===== config.mk =====
export PLATFORM = sky130hd
export DESIGN_NAME = regfile_read_arbiter
export DESIGN_NICKNAME = d
export VERILOG_FILES = /design/src/rtl/regfile_read_arbiter.sv
export SDC_FILE = /design/constraint.sdc
export NUM_CORES = 1
export LEC_CHECK = 0
export CORE_MARGIN = 10
export CORE_UTILIZATION = 50
export CTS_CLUSTER_DIAMETER = 200
export CTS_CLUSTER_SIZE = 30
export DETAILED_ROUTE_END_ITERATION = 10
export DONT_BUFFER_PORTS = 1
export RECOVER_POWER = 50
export SYNTH_ARGS = -nofsm -noshare
export SYNTH_HDL_FRONTEND = slang
export SYNTH_SLANG_ARGS = --single-unit

===== constraint.sdc =====
create_clock -name clk -period 5.15 [get_ports clk]
set_input_delay 0.515 -clock clk [delete_from_list [all_inputs] [get_ports clk]]
set_output_delay 0.515 -clock clk [all_outputs]
set_load 0.01 [all_outputs]

===== src/rtl/regfile_read_arbiter.sv =====
// Round-robin arbiter sharing the single register-file read port among NUM_REQ requesters.
// Latency: fixed 2 cycles from handshake to rsp_valid, one read per cycle sustained.
// Backpressure: requests are held off by req_ready; responses cannot be stalled.
//
// Ports:
//   clk, reset_n      rising-edge clock, synchronous active-low reset
//   req_valid/addr    per-requester read requests, addr packed ADDR_W bits per requester
//   req_ready         one-hot grant (handshake = req_valid & req_ready)
//   rf_sel / rf_data  registered select to the read mux, combinational mux data back
//   rsp_valid/data    one-hot one-cycle response strobe with registered read data
module regfile_read_arbiter #(
    parameter int NUM_REQ = 4,
    parameter int ADDR_W  = 5,
    parameter int DATA_W  = 64
) (
    input  logic                      clk,
    input  logic                      reset_n,
    input  logic [NUM_REQ-1:0]        req_valid,
    input  logic [NUM_REQ*ADDR_W-1:0] req_addr,
    output logic [NUM_REQ-1:0]        req_ready,
    output logic [ADDR_W-1:0]         rf_sel,
    input  logic [DATA_W-1:0]         rf_data,
    output logic [NUM_REQ-1:0]        rsp_valid,
    output logic [DATA_W-1:0]         rsp_data
);

    localparam int PTR_W = (NUM_REQ > 1) ? $clog2(NUM_REQ) : 1;
    localparam logic [PTR_W:0] NUM_REQ_W = (PTR_W+1)'(NUM_REQ);
    localparam logic [PTR_W-1:0] LAST_ID = PTR_W'(NUM_REQ - 1);

    // Priority pointer and pipeline state
    logic [PTR_W-1:0]  ptr_q, ptr_d;
    logic [ADDR_W-1:0] rf_sel_q, rf_sel_d;
    logic              s1_v_q, s1_v_d;
    logic [PTR_W-1:0]  s1_id_q, s1_id_d;
    logic [NUM_REQ-1:0] rsp_valid_q, rsp_valid_d;
    logic [DATA_W-1:0] rsp_data_q, rsp_data_d;

    // Arbitration results
    logic              gnt_found;
    logic [PTR_W-1:0]  gnt_id;
    logic [PTR_W:0]    scan_idx;
    logic [ADDR_W-1:0] gnt_addr;

    // Scan from ptr upward with wraparound; the first valid requester wins.
    // The scan index is one bit wider so ptr+k never overflows before the wrap.
    always_comb begin
        gnt_found = 1'b0;
        gnt_id    = '0;
        scan_idx  = '0;
        for (int k = 0; k < NUM_REQ; k++) begin
            scan_idx = {1'b0, ptr_q} + (PTR_W+1)'(k);
            if (scan_idx >= NUM_REQ_W) begin
                scan_idx = scan_idx - NUM_REQ_W;
            end
            if (!gnt_found && req_valid[scan_idx[PTR_W-1:0]]) begin
                gnt_found = 1'b1;
                gnt_id    = scan_idx[PTR_W-1:0];
            end
        end
        // No grants while reset is held, even if requests are pending.
        if (!reset_n) begin
            gnt_found = 1'b0;
        end
    end

    // One-hot ready and AND-OR selection of the granted address.
    always_comb begin
        req_ready = '0;
        gnt_addr  = '0;
        for (int i = 0; i < NUM_REQ; i++) begin
            if (gnt_found && (gnt_id == PTR_W'(i))) begin
                req_ready[i] = 1'b1;
                gnt_addr     = gnt_addr | req_addr[i*ADDR_W +: ADDR_W];
            end
        end
    end

    // Next-state: pointer, stage 1 (select) and stage 2 (response capture).
    always_comb begin
        ptr_d       = ptr_q;
        rf_sel_d    = rf_sel_q;
        s1_v_d      = 1'b0;
        s1_id_d     = s1_id_q;
        rsp_valid_d = '0;
        rsp_data_d  = rsp_data_q;

        // A ready bit only rises on a valid request, so gnt_found is the handshake.
        if (gnt_found) begin
            ptr_d    = (gnt_id == LAST_ID) ? '0 : gnt_id + PTR_W'(1);
            rf_sel_d = gnt_addr;
            s1_v_d   = 1'b1;
            s1_id_d  = gnt_id;
        end
        // Without a handshake rf_sel holds so the read mux does not toggle.

        if (s1_v_q) begin
            rsp_data_d = rf_data;
            for (int i = 0; i < NUM_REQ; i++) begin
                rsp_valid_d[i] = (s1_id_q == PTR_W'(i));
            end
        end
    end

    always_ff @(posedge clk) begin
        if (!reset_n) begin
            ptr_q       <= '0;
            rf_sel_q    <= '0;
            s1_v_q      <= 1'b0;
            s1_id_q     <= '0;
            rsp_valid_q <= '0;
            rsp_data_q  <= '0;
        end else begin
            ptr_q       <= ptr_d;
            rf_sel_q    <= rf_sel_d;
            s1_v_q      <= s1_v_d;
            s1_id_q     <= s1_id_d;
            rsp_valid_q <= rsp_valid_d;
            rsp_data_q  <= rsp_data_d;
        end
    end

    assign rf_sel   = rf_sel_q;
    // A response already registered when reset arrives is suppressed at once,
    // so in-flight reads are discarded rather than leaking out during reset.
    assign rsp_valid = reset_n ? rsp_valid_q : '0;
    assign rsp_data  = rsp_data_q;

endmodule


After elaboration in Yosys (flattened, before gate mapping)

Cells that the tools add are included.
Widths: inputs -> output; s select.

Input port bits: 90
Register bits after elaboration: 78
Output and inout bits: 77

Magnitude comparators: 8
Add/subtract/negate cells: 8
Reduce and logical (&&, ||, !) cells: 13
Eq/ne operators: 6
Mux-type cells: 32
Bitwise operators: 3

Operators with widths:

| kind                | number |
|---|---|
| $mux 5              | 4 |
| $mux 2              | 9 |
| $or 5x5->5          | 3 |
| $mux 1              | 14 |
| $lt 2x3->1 const B  | 4 |
| $ge 3x3->1 const B  | 3 |
| $bmux 1 s2          | 4 |
| $eq 2x2->1 const B  | 4 |
| $sub 2x1->2 const B | 4 |
| $logic_and 1x1->1   | 7 |
| $add 2x2->3 const B | 2 |
| $eq 2x1->1 const B  | 2 |
| $logic_not 2->1     | 2 |
| $mux 4              | 1 |
| $add 2x1->3 const B | 1 |
| $ge 2x3->1 const B  | 1 |
| $logic_not 1->1     | 3 |
| $add 2x1->2 const B | 1 |
| $reduce_and 2->1    | 1 |

Depth between registers and ports, before layout

Gate-level depths: netlist of the first run.

Depth in word-level cells: 23
Depth in mapped cells: 7

Least setup slack after synthesis of the first run

OpenSTA, ideal clock, no wires.

Kind: input port to output port
From: in req_valid[1]
To: out req_ready[3]
Data required time: 4635 ps
Arrival: 1563 ps
Path slack: 3072 ps
Path buffers: 0
Cell stages on the path: 6
Cells stage by stage: nand2b_1 > a21oi_1 > o32ai_2 > inv_1 > ha_1 > and3_1

Word-level cells in the longest chain between the ends: 15

RTL lines:

| item                         | line | RTL |
|---|---|---|
| start: declaration           | 18   | `input logic [NUM_REQ-1:0] req_valid,` |
| $bmux 1 s2                   | 56   | `if (!gnt_found && req_valid[scan_idx[PTR_W-1:0]]) begin` |
| $mux 1 (not written as such) | 56   |  |
| $mux 1                       | 56   |  |
| $logic_not 1->1              | 56   |  |
| $logic_and 1x1->1            | 56   |  |
| $mux 1                       | 56   |  |
| $logic_not 1->1              | 56   |  |
| $logic_and 1x1->1            | 56   |  |
| $mux 1                       | 56   |  |
| $logic_not 1->1              | 56   |  |
| $logic_and 1x1->1            | 56   |  |
| $mux 2 (*)                   | 56   |  |
| net gnt_id[1]                | 41   | `logic [PTR_W-1:0] gnt_id;` |
| $eq 2x2->1 (*)               | 72   | `if (gnt_found && (gnt_id == PTR_W'(i))) begin` |
| $logic_and 1x1->1 (*)        | 72   |  |
| $mux 1 (*)                   | 72   |  |
| end: declaration             | 20   | `output logic [NUM_REQ-1:0] req_ready,` |

Mark *: on every way through the listed nets, which the timed path passes. The rest lies on a longest branch. The select of a mux whose other input is x is not followed.

Final worst setup path of the first run

From: reg ptr_q[1]
To: out req_ready[3]

Word-level cells in the longest chain between the ends: 17

RTL lines:

| item                                                                 | line | RTL |
|---|---|---|
| start: declaration                                                   | 32   | `logic [PTR_W-1:0] ptr_q, ptr_d;` |
| start signal: assignment                                             | 114  | `ptr_q <= ptr_d;` |
| parallel branches: the longest is 13 deep, another holds $add 2x1->3 | --   |  |
| $mux 2 (*)                                                           | 56   |  |
| net gnt_id[1]                                                        | 41   |  |
| $eq 2x2->1 (*)                                                       | 72   |  |
| $logic_and 1x1->1 (*)                                                | 72   |  |
| $mux 1 (*)                                                           | 72   |  |

Mark *: on every way through the listed nets, which the timed path passes. The select of a mux whose other input is x is not followed.

==> impl_metrics.toml, run 1 <==
[critical_path]
cp_slowest_cell = "o32ai_1"
crit_fanout = 8
path_buf_inv = 1
cp_slowest_stage_delay_ns = 0.55
endpoint_kind = "output port"
cp-start-kind = "flip-flop"
crit_required_ns = 4.64
crit_type = "flip-flop to output port"
path_cells = "a21oi_1 > o32ai_1 > inv_1 > ha_1 > and3_1"
arrival_ns = 2.16
critPathTopFamily = "compound AO/OA/AOI/OAI gates"

[die]
die_area_sq_um = 9960
num_rows = 29
die_w_microns = 99.8
coreArea_sq_um = 6280
start_util_pct = 50.7
io_pins = 167
die_h_microns = 99.8

[global_routing]
grt_max_degree = 87
grt_usage_pct = 14.0
grt_pass1_wl_microns = 11200
overflow = 0
antenna_found_initial = 0
grt_pass1_vias = 2010

[pwr]
comb_power_share_pct = 9.8
intPower_w = 0.00110
seqPwrFrac_pct = 49.6
power.density_nw_per_um2 = 427
power_frac_clock_pct = 40.6
leakagePower_nw = 1.42
p_sw_share_pct = 24.1
switchingPower_w = 0.000350
peakVddDrop_v = 0.000204

[placed_design]
gp_congestion = 0.769
place_hpwl_microns = 5360
pre_cts_slack_ns = 2.90
portBuffers = 0

[cells_and_area]
fillCellCount = 602
drive_gt1_share_pct = 7.64
syn_to_final_growth_pct = 6.64
n_antenna_cell = 0
nets = 377

[job]
cap_violations = 0

[logic_synthesis]
synth_commonest_cells = "dfxtp_1, nor2b_1, mux2i_1, a22oi_1, clkbuf_1"
ys_async_sr_fraction_pct = 0
synthFlopType = "dfxtp_1"
synth_top_area_share_pct = 49.0
yosysWarnings = 0
synth-seq-cells = 78
ys_seq_area_share_pct = 49.0
synth_nets = 385
yosysTopAreaCell = "dfxtp_1"
synth_cells = 291
synth_cell_types = 35
synthTopCellsByArea = "dfxtp_1, mux2i_1, nor2b_1, a22oi_1, buf_6"
syn_area_per_cell_sq_um = 10.9
yosysMostFrequentCell = "dfxtp_1"
synth-edff-count = 0
syn_area_sq_um = 3180

[route]
first_iter_violations = 81
drcViolationCount = 0
ant_nets = 0
route.vias.total = 1994
totalWireLength_microns = 7370
drtPass1Iterations = 4
wl_met2_microns = 3530
routed.top_layer = "met4"
viasPerCell = 5.46
routedWlPerCell_microns = 20.2
wl_met3_microns = 962
met1Wirelength_microns = 2760

[timing]
fin_ws_ns = 2.48
hold_viol = 0
worst_pin_slew_ns = 1.13
skew_ns = 0.0115
fin_tns_setup_ns = 0
slew_violations = 0
relSlewSlack_pct = 24.8
rsz0062_at_grt = "no"
period_share_pct = 51.9
setup_viol = 0
fmax_mhz = 374
period_minus_slack_ns = 2.67

[clocking]
clkLatencyLatePin_ns = 0.34
ctsHtreeMaxLevel = 3
cts_tree = "done"
ctsLongestPathBuffers = 2
cts_hold_buf = 0
clk_pin_slew_ns = 0.08
clock-sinks = 78
cts_buffers = 9
cts_root_buf = "clkbuf_8"
cts-resized-gates = 0
postCtsSetupBuffers = 0

[hold_path]
worstHoldPathType = "input port to flip-flop"

[status]
outcome = "finished clean"
## per-stage QoR
| step | utilization (%) | area, sq um | power [W] | std cells | hold slack, ns |
|---|---|---|---|---|---|
| global route | 54.1 | 3400 | 0.00151 | 365 | 0.293 |
| global placement | 50.1 | 3150 | 0.000875 | 349 | 0.456 |
| detailed placement | 50.1 | 3150 | 0.000882 | 349 | 0.458 |
| CTS | 54.3 | 3410 | 0.00147 | 365 | 0.285 |
| finish | 54.1 | 3400 | 0.00145 | 365 | 0.307 |
| floorplan | - | 3180 | 0.000855 | 291 | 0.426 |
## worst paths after layout
| check | from | end | slack (ns) | cells after the start |
|---|---|---|---|---|
| max | ptr_q[1] | req_ready[3] | 2.48 | 5 |
| min reg2reg | s1_id_q[0] | rsp_valid_q[2] | 0.46 | 1 |
| max reg2reg | ptr_q[1] | ptr_q[0] | 3.08 | 6 |
| min | reset_n | rsp_data[22] | 0.31 | 1 |
## worst reg2reg max path, cell delays in order, from the launching register on
cell and delay [ns]:
dfxtp_1 0.43, a21oi_1 0.11, o32ai_1 0.55, inv_1 0.14, ha_1 0.34, o31ai_1 0.25
a32o_1 0.19
## power groups by stage
stage | clock, W | sequential (W) | combinational (W)
finish | 0.000589 | 0.000720 | 0.000142
global route | 0.000627 | 0.000728 | 0.000160
CTS | 0.000602 | 0.000723 | 0.000145
detailed placement | 0 | 0.000737 | 0.000145
global placement | 0 | 0.000737 | 0.000139
floorplan | 0 | 0.000708 | 0.000148
## registers in the layout (all words and copies together), names as in the netlist
register     flops
ptr_q            2
rf_sel           5
rsp_data        64
rsp_valid_q      4
s1_id_q          2
s1_v_q           1
## area by class of cell
type / instances / area (sq um) / share of cell area, %
inverter: 3 / 11.3 / 0.332
clock buffer: 10 / 128 / 3.76
tap: 77 / 96.3 / 2.84
clock inverter: 6 / 134 / 3.94
sequential: 78 / 1570 / 46.1
multi-input combinational: 191 / 1460 / 43.0
## kinds of logic after synthesis
logic type | count (synthesis) | share of synthesized area (%)
compound gates | 30 | 6.68
fa+ha+maj | 4 | 1.57
buf+inv | 22 | 4.68
flops | 78 | 49.0
mux | 64 | 20.1
simple gates | 93 | 17.9
## routing by layer
metal | vias to the layer above | global-route usage (%)
li1 | 976 | -
met2 | 97 | 21.9
met1 | 907 | 15.5
met5 | - | 0
met3 | 14 | 7.07
met4 | 0 | 6.28
## layout by cell type (no fill, tap or decap), types with 2 or more instances in the layout
cell,netlist,layout
dfxtp_1,78,77
nor2b_1,66,66
mux2i_1,64,64
a22oi_1,10,10
clkbuf_8,0,9
nor2_1,5,6
o21ai_0,6,6
a31oi_1,5,5
nand2_1,3,4
and2_0,0,4
ha_1,4,4
bufinv_16,0,4
inv_1,3,3
a21oi_1,2,2
and3_1,2,2
and3_2,2,2
nand3_1,2,2
nor3_1,2,2
No activity file was read; power rests on OpenSTA's default activity.
==> run 2, diff against run 1 <==
==> constraint.sdc (replaced) <==
create_clock -name clk -period 2.5 [get_ports clk]
set_input_delay 0.25 -clock clk [delete_from_list [all_inputs] [get_ports clk]]
set_output_delay 0.25 -clock clk [all_outputs]
set_load 0.01 [all_outputs]
==> run 2 against run 1 <==
  * First-iteration DRC count is 30% lower
  * Routed wire length down 2.0%
  * Count of clock-buffer cells in the layout rose by 2
  * Die area is the same
  * Register-to-register slack worse by 2.6 ns
  * Hold slack lost 0.26 ns
  * Non-clock buffer count up 1
  * Sequential power grew 100%
  * Via count down 2.4%
==> impl_metrics.toml, run 2 (synthesis results as in run 1) <==
[cells_and_area]
drive_gt1_share_pct = 8.33
multi_input_area_sq_um = 1470
final_cell_area_sq_um = 3380
fillCellCount = 581
final_cell_mix = "dfxtp_1, nor2b_1, mux2i_1"
nets = 378
largest_register_ffs = 64
regArea_sq_um = 1560
syn_to_final_growth_pct = 6.05
final_cells = 365
layout_commonest_cell = "dfxtp_1"
n_antenna_cell = 0

[global_routing]
grt_pass1_vias = 1947
grt_usage_pct = 13.6
grt_max_degree = 87
grt_pass1_wl_microns = 10800
overflow = 0
antenna_found_initial = 0

[placed_design]
place_hpwl_microns = 5220
place_area_sq_um = 3170
gp_congestion = 0.798
place_inst = 350
portBuffers = 0

[clocking]
cts_tree = "done"
cts_buffers = 9
cts_hold_buf = 0
clkLatencyLatePin_ns = 0.34
cts_root_buf = "clkbuf_8"
ctsLongestPathBuffers = 2
clock-sinks = 78
postCtsSetupBuffers = 0
ctsHtreeMaxLevel = 3
clk_pin_slew_ns = 0.07
cts-resized-gates = 0

[route]
totalWireLength_microns = 7220
route.vias.total = 1947
viasPerCell = 5.33
first_iter_violations = 57
drcViolationCount = 0
routedWlPerCell_microns = 19.8
drtPass1Iterations = 4
ant_nets = 0

[timing]
period_share_pct = 87.4
hold_viol = 0
period_minus_slack_ns = 2.18
worst_pin_slew_ns = 1.38
fin_tns_setup_ns = 0
rsz0062_at_grt = "no"
slew_violations = 0
setup_viol = 0
relSlewSlack_pct = 7.59
fmax_mhz = 458
skew_ns = 0.00661

[die]
coreArea_sq_um = 6280
start_util_pct = 50.7
die_area_sq_um = 9960
die_w_microns = 99.8
die_h_microns = 99.8
io_pins = 167
num_rows = 29

[critical_path]
crit_fanout = 8
endpoint_kind = "output port"
crit_required_ns = 2.25
crit_type = "flip-flop to output port"
cp-start-kind = "flip-flop"
arrival_ns = 1.93

[pwr]
peakVddDrop_v = 0.000375
power.density_nw_per_um2 = 822
intPower_w = 0.00208
leakagePower_nw = 1.41
comb_power_share_pct = 11.3
seqPwrFrac_pct = 52.7
power_frac_clock_pct = 36.0
switchingPower_w = 0.000702
p_sw_share_pct = 25.3

[status]
outcome = "finished clean"

[job]
cap_violations = 0

[hold_path]
worstHoldPathType = "input port to flip-flop"
[run 2: cell count changes in the layout (fill, tap and decap cells not counted), moves of 2 or more]
| cell | before | now |
|---|---|---|
| and2_0 | 4 | 0 |
| and2_1 | 0 | 4 |
| clkbuf_8 | 9 | 11 |
| bufinv_16 | 4 | 1 |
[run 2: worst paths after layout]
check	start	end	slack, ns	cells past startpoint
max	ptr_q[1]	req_ready[3]	0.32	5
max reg2reg	s1_v_q	rsp_data[9]	0.45	3
min reg2reg	s1_id_q[0]	rsp_valid_q[2]	0.48	1
min	reset_n	rsp_data[16]	0.04	1
[run 2: metal layers]
layer  track usage [%]  wire (microns)  share of wire (%)  up-vias
met5                 0               0                  0        -
met4              6.95              74                1.0        0
met3              6.87             945                 13        6
met2              20.9            3480                 48       89
met1              15.2            2720                 38      876
li1                  -               -                  -      976
[run 2: cell type report]
cell class | count | share of cell area, %
Tap cell | 77 | 2.85
Sequential cell | 78 | 46.2
Timing Repair Buffer | 1 | 0.593
Inverter | 3 | 0.333
Multi-Input combinational cell | 191 | 43.6
Clock inverter | 3 | 1.19
Clock buffer | 12 | 5.22
[run 2: power by group through the flow]
stage,Clock [W],Combinational [W],Sequential (W)
after floorplan,0,0.000304,0.00146
after CTS,0.00103,0.000317,0.00147
after detailed placement,0,0.000316,0.00150
after global placement,0,0.000307,0.00150
after global routing,0.00108,0.000353,0.00148
final,0.000999,0.000314,0.00146
[run 2: per-stage QoR]
step           total power, W  hold slack (ns)  setup slack [ns]  util [%]
2_1_floorplan         0.00176            0.419             0.846         -
3_3_place_gp          0.00180            0.387             0.716      50.4
3_5_place_dp          0.00181            0.390             0.661      50.4
4_1_cts               0.00282           0.0213             0.287      53.9
5_1_grt               0.00291           0.0388             0.227      53.8
6_report              0.00278           0.0446             0.315      53.8
[run 2: critical path: stages, from the launching register on]
cell	delay, ns
dfxtp_1	0.43
a21oi_1	0.11
o32ai_2	0.38
inv_1	0.12
ha_1	0.32
and3_1	0.24
